==> config.mk <==
export PLATFORM = sky130hd
export DESIGN_NAME = handshake_constant_seq
export DESIGN_NICKNAME = d
export VERILOG_FILES = /design/src/rtl/handshake_constant_seq.sv
export SDC_FILE = /design/constraint.sdc
export NUM_CORES = 1
export LEC_CHECK = 0
export BUFFER_PORTS_ARGS = -buffer_cell sky130_fd_sc_hd__buf_2
export CAP_MARGIN = 20
export CORE_MARGIN = 1.5
export CORE_UTILIZATION = 53
export CTS_CLUSTER_DIAMETER = 100
export CTS_CLUSTER_SIZE = 12
export DETAILED_ROUTE_END_ITERATION = 7
export PLACE_DENSITY = 0.82
export SKIP_CTS_REPAIR_TIMING = 1
export SYNTH_ARGS = -nofsm -noshare
export SYNTH_HDL_FRONTEND = slang
export SYNTH_SLANG_ARGS = --single-unit
==> constraint.sdc <==
create_clock -name clk -period 2.5 [get_ports clk]
set_input_delay 0.25 -clock clk [delete_from_list [all_inputs] [get_ports clk]]
set_output_delay 0.25 -clock clk [all_outputs]
set_load 0.03 [all_outputs]
==> src/rtl/handshake_constant_seq.sv <==
// Elastic constant/sequence source: each accepted control token emits COUNT tokens
// VALUE, VALUE+STRIDE, ... through a one-entry output slot. Optional outs_last via HANDSHAKE_CONSTANT_SEQ_LAST_EN.
module handshake_constant_seq #(
  parameter int DATA_WIDTH = 32,
  parameter int VALUE      = 0,
  parameter int STRIDE     = 1,
  parameter int COUNT      = 1
) (
  input  logic                  clk,
  input  logic                  rst,
  input  logic                  ctrl_valid,
  output logic                  ctrl_ready,
  output logic [DATA_WIDTH-1:0] outs,
  output logic                  outs_valid,
  input  logic                  outs_ready
`ifdef HANDSHAKE_CONSTANT_SEQ_LAST_EN
  ,
  output logic                  outs_last
`endif
);

  localparam int IDX_W = (COUNT > 1) ? $clog2(COUNT) : 1;

  localparam logic [DATA_WIDTH-1:0] VALUE_W  = DATA_WIDTH'(VALUE);
  localparam logic [DATA_WIDTH-1:0] STRIDE_W = DATA_WIDTH'(STRIDE);

  localparam logic [0:0] S_IDLE = 1'b0;
  localparam logic [0:0] S_EMIT = 1'b1;

  if (COUNT < 1 || COUNT > 65535) begin : g_count_check
    $error("handshake_constant_seq: COUNT must be in 1..65535");
  end

  logic [0:0]            state;
  logic [DATA_WIDTH-1:0] data_r;
  logic                  valid_r;
  logic [IDX_W-1:0]      idx;

  logic pop;
  logic accept;
  logic last_step;

  assign pop        = valid_r && outs_ready;
  // Only the slot-drain term reaches ctrl_ready from downstream; the burst itself is registered.
  assign ctrl_ready = (state == S_IDLE) && (!valid_r || outs_ready) && !rst;
  assign accept     = ctrl_valid && ctrl_ready;
  // True when the pop in progress moves the final token of the burst into the slot.
  assign last_step  = (int'(idx) + 1 == COUNT - 1);

  assign outs       = data_r;
  assign outs_valid = valid_r;

  // NOTE: sequential state uses non-blocking assignments so every register samples
  // the pre-edge values; blocking here would create order-dependent races.
  always_ff @(posedge clk) begin
    if (rst) begin
      state   <= S_IDLE;
      data_r  <= '0;
      valid_r <= 1'b0;
      idx     <= '0;
    end else begin
      case (state)
        S_IDLE: begin
          if (accept) begin
            data_r  <= VALUE_W;
            valid_r <= 1'b1;
            idx     <= '0;
            state   <= (COUNT > 1) ? S_EMIT : S_IDLE;
          end else if (pop) begin
            valid_r <= 1'b0;
          end
        end
        S_EMIT: begin
          if (pop) begin
            data_r <= data_r + STRIDE_W;
            idx    <= idx + 1'b1;
            if (last_step) state <= S_IDLE;
          end
        end
        default: state <= S_IDLE;
      endcase
    end
  end

`ifdef HANDSHAKE_CONSTANT_SEQ_LAST_EN
  logic last_r;

  // Tracks data_r: loaded on accept and on each in-burst advance, held otherwise.
  always_ff @(posedge clk) begin
    if (rst) begin
      last_r <= 1'b0;
    end else if (state == S_IDLE) begin
      if (accept)   last_r <= (COUNT == 1);
      else if (pop) last_r <= 1'b0;
    end else if (pop) begin
      last_r <= last_step;
    end
  end

  assign outs_last = last_r;
`endif

endmodule

After elaboration in Yosys (flattened, before gate mapping)
Cells that the tools add are included.
{"block": "word_totals", "input_bits": 4, "elab_cells": 32, "ff_bits": 35, "out_inout_bits": 34}
{"block": "classes", "reduce_logical": 11, "bitwise_logic": 1, "addsub": 3, "eq_ne": 2, "n_mux": 11}
{"operator": "32-bit two-way mux", "count": 2}
{"operator": "32-bit case mux with 2 select lines", "count": 1}
{"operator": "32-bit by 1-bit adder with 32-bit output, second input constant", "count": 1}
{"operator": "32-bit zero test", "count": 1}
{"operator": "1-bit two-way mux", "count": 6}
{"operator": "1-bit logical AND", "count": 4}
{"operator": "1-bit case mux with 2 select lines", "count": 2}
{"operator": "2-bit AND reduction", "count": 2}
{"operator": "1-bit by 1-bit adder with 2-bit output, second input constant", "count": 1}
{"operator": "1-bit zero test", "count": 2}
{"operator": "2-bit by 1-bit inequality test with 1-bit output, second input constant", "count": 1}
{"operator": "2-bit inequality test, second input constant", "count": 1}
{"operator": "2-bit nonzero test", "count": 1}
{"operator": "1-bit adder, second input constant", "count": 1}
{"operator": "1-bit logical OR", "count": 1}
{"operator": "1-bit NOT", "count": 1}

Logic depth before layout (Yosys ltp)
{"block": "logic_depth", "ltp_word": 7, "ltp_mapped": 4, "depth_no_buf": 2}

Least setup slack after synthesis
Ideal clock, no wire load.
{"block": "synth_path", "path_kind": "reg-to-output", "start": "register valid_r, in the netlist outs_valid", "end": "output port ctrl_ready", "stages_incl_launch_ff": 4, "required_time_ps": 2250, "arrival_ps": 1133, "path_slack_ps": 1117, "path_cell_list": "dfxtp_1 -> nand2b_4 -> buf_6 -> nor2b_1"}
{"block": "synth_between", "elab_chain_cells": 4}
{"element": "start, declared", "line": "36", "rtl": "logic valid_r;"}
{"element": "start signal, assigned", "line": "59", "rtl": "valid_r <= 1'b0;"}
{"element": "start signal, assigned", "line": "66", "rtl": "valid_r <= 1'b1;"}
{"element": "start signal, assigned", "line": "70", "rtl": "valid_r <= 1'b0;"}
{"element": "1-bit zero test", "line": "45", "rtl": "assign ctrl_ready = (state == S_IDLE) && (!valid_r || outs_ready) && !rst;"}
{"element": "1-bit logical OR", "line": "45"}
{"element": "1-bit logical AND (2 in a row)", "line": "45"}
{"element": "end, declared", "line": "12", "rtl": "output logic ctrl_ready,"}
No other way between the ends.

Worst setup path after layout
Same ends and word-level chain as after synthesis.

==> results.tsv <==
metric	value	unit
RSZ-0062 raised after global routing	false	
Int Pwr	702.9	uW
Post-Syn Instances	112	
Worst EP arrival	1.49	ns
Post-Syn Area	1270	um^2
worst-path fanout max	34	
Switching Fraction	0.2206	
Max clock buf depth	2	
nets	149	
Layout area overhead	14.38	%
row count	17	
clock-pin slew on the worst setup and hold paths	0.09	ns
Final ANT Viol Nets	0	
DR iter-0 viols	10	
cts bufs inserted	5	
clock share of power	0.362	
Syn Nets	116	
CTS tree	yes	
share of layout cells above drive strength 1	0.5205	
die width	51.95	um
Worst Tran Pin Value	0.8383	ns
Congestion Overflow GR	0	
All-Layer GR Usage	0.1689	
largest net degree at the start of global routing	35	
WS Path Type	reg2out	
min Tclk post-route	1.741	ns
Seq pwr share	0.585	
Synth Warn #	0	
DR DRC count	0	
Vias	838	
flops & latches, synth	33	
die height	51.95	um
Pwr Total	901.9	uW
Combinational Power Share	0.054	
outcome	finished clean	
setup TNS	0	ns
Synth cell types	13	
die area	2699	um^2
Critical Path Sink Type	primary output	
drt wl/cell	11.62	um
I/O Pins	38	
Psw	199.0	uW
DRT Pass-1 Iters	4	
initial antenna violation count	0	
CP startpoint kind	register	
Hold WC Path Type	in2reg	
Leak	0.0005952	uW
relative slew slack	0.4411	
Port Buf Inserts	37	
RD Place Congestion	0.5199	
DR vias/cell	4.816	
vias in the first global route	745	
htree depth	2	
post-synthesis sequential area ratio	0.5202	
crit share post-route	0.6966	
critical path required time	2.25	ns
Clock Latency Late Sink	0.32	ns
Worst VDD drop	0.5270	mV
ANT cells	0	
first-pass GRT wire length	3298	um
Max-Cap Viols	0	
Initial Utilization	0.5686	
Sink Count	33	
final clock skew	0.008097	ns
Hold Vio Cnt, Final	0	
fmax	574.2	MHz
Core Area	2233	um^2
Routed WL	2022	um
Mean Syn Cell Area	11.34	um^2
Root Driver	clkbuf_4	
Power Dens Cells	620.9	nW/um^2
Pins Over Slew Limit	0	
# setup viols final	0	
## cells in the mapped netlist (all sizes together)
master  instances  area [um^2]
nor2b           1        6.260
inv             1        3.750
nand2b         33        214.0
a21oi          33        277.8
clkbuf          3        13.76
dfxtp          33        660.6
buf             8        93.84
## critical path: stages, from the launching register on
cell	delay, ns
dfxtp_1	0.35
nand2b_4	0.43
nor2b_1	0.19
buf_2	0.20
## worst paths after layout
kind,startpoint,end,slack [ns],cells past startpoint
max,outs_valid,ctrl_ready,0.76,3
min,rst,outs_valid,0.36,2
max reg2reg,outs_valid,outs[18],1.40,2
min reg2reg,outs[17],outs[17],0.45,2
## layout by cell type, fill, tap and decap left out
| cell | Yosys | layout |
|---|---|---|
| nand2b_1 | 32 | 32 |
| clkinv_2 | 0 | 1 |
| inv_1 | 1 | 1 |
| clkbuf_8 | 0 | 2 |
| a21oi_2 | 30 | 30 |
| nand2b_4 | 1 | 1 |
| nor2b_1 | 1 | 1 |
| dfxtp_1 | 33 | 33 |
| clkbuf_4 | 0 | 5 |
| buf_2 | 3 | 37 |
| a21oi_1 | 3 | 3 |
## area by class of cell
cell class | instances | area, um^2
Timing Repair Buffer | 37 | 185.2
Clock inverter | 1 | 5.005
Tap cell | 28 | 35.03
Inverter | 1 | 3.754
Sequential cell | 33 | 660.6
Multi-Input combinational cell | 67 | 498.0
Fill cell | 186 | 780.7
Clock buffer | 7 | 65.06
## cell families after synthesis
kind of cell | synth area share
simple gates | 0.1734
flops | 0.5202
compound gates | 0.2187
buf+inv | 0.08768
## sequential cells by signal (all words and copies together), names as in the netlist
name	count
outs	32
outs_valid	1
## power groups by stage
stage	Combinational, uW	Clock [uW]	Sequential, uW
2_1_floorplan	51.6	0	542
3_3_place_gp	47.7	0	539
3_5_place_dp	48.5	0	540
4_1_cts	48.4	335	527
5_1_grt	51.6	361	528
6_report	48.4	326	527
## per-layer routing
layer,GRT usage,part of all wire
met1,0.2062,0.46
met2,0.2574,0.46
met3,0.07759,0.061
met4,0.06579,0.014
met5,0,0
## through the flow
| step | util | cell area [um^2] | instances | worst slack [ns] | hold WS (ns) |
|---|---|---|---|---|---|
| finish | 0.6504 | 1453 | 174 | 0.7586 | 0.3589 |
| global route | 0.6504 | 1453 | 174 | 0.6553 | 0.3879 |
| CTS | 0.6504 | 1453 | 174 | 0.7353 | 0.3491 |
| detailed placement | 0.6190 | 1383 | 166 | 1.047 | 0.4403 |
| global placement | 0.6190 | 1383 | 166 | 1.066 | 0.4335 |
| floorplan | - | 1270 | 112 | 1.117 | 0.4081 |
Power figures use the tool's default switching activity.
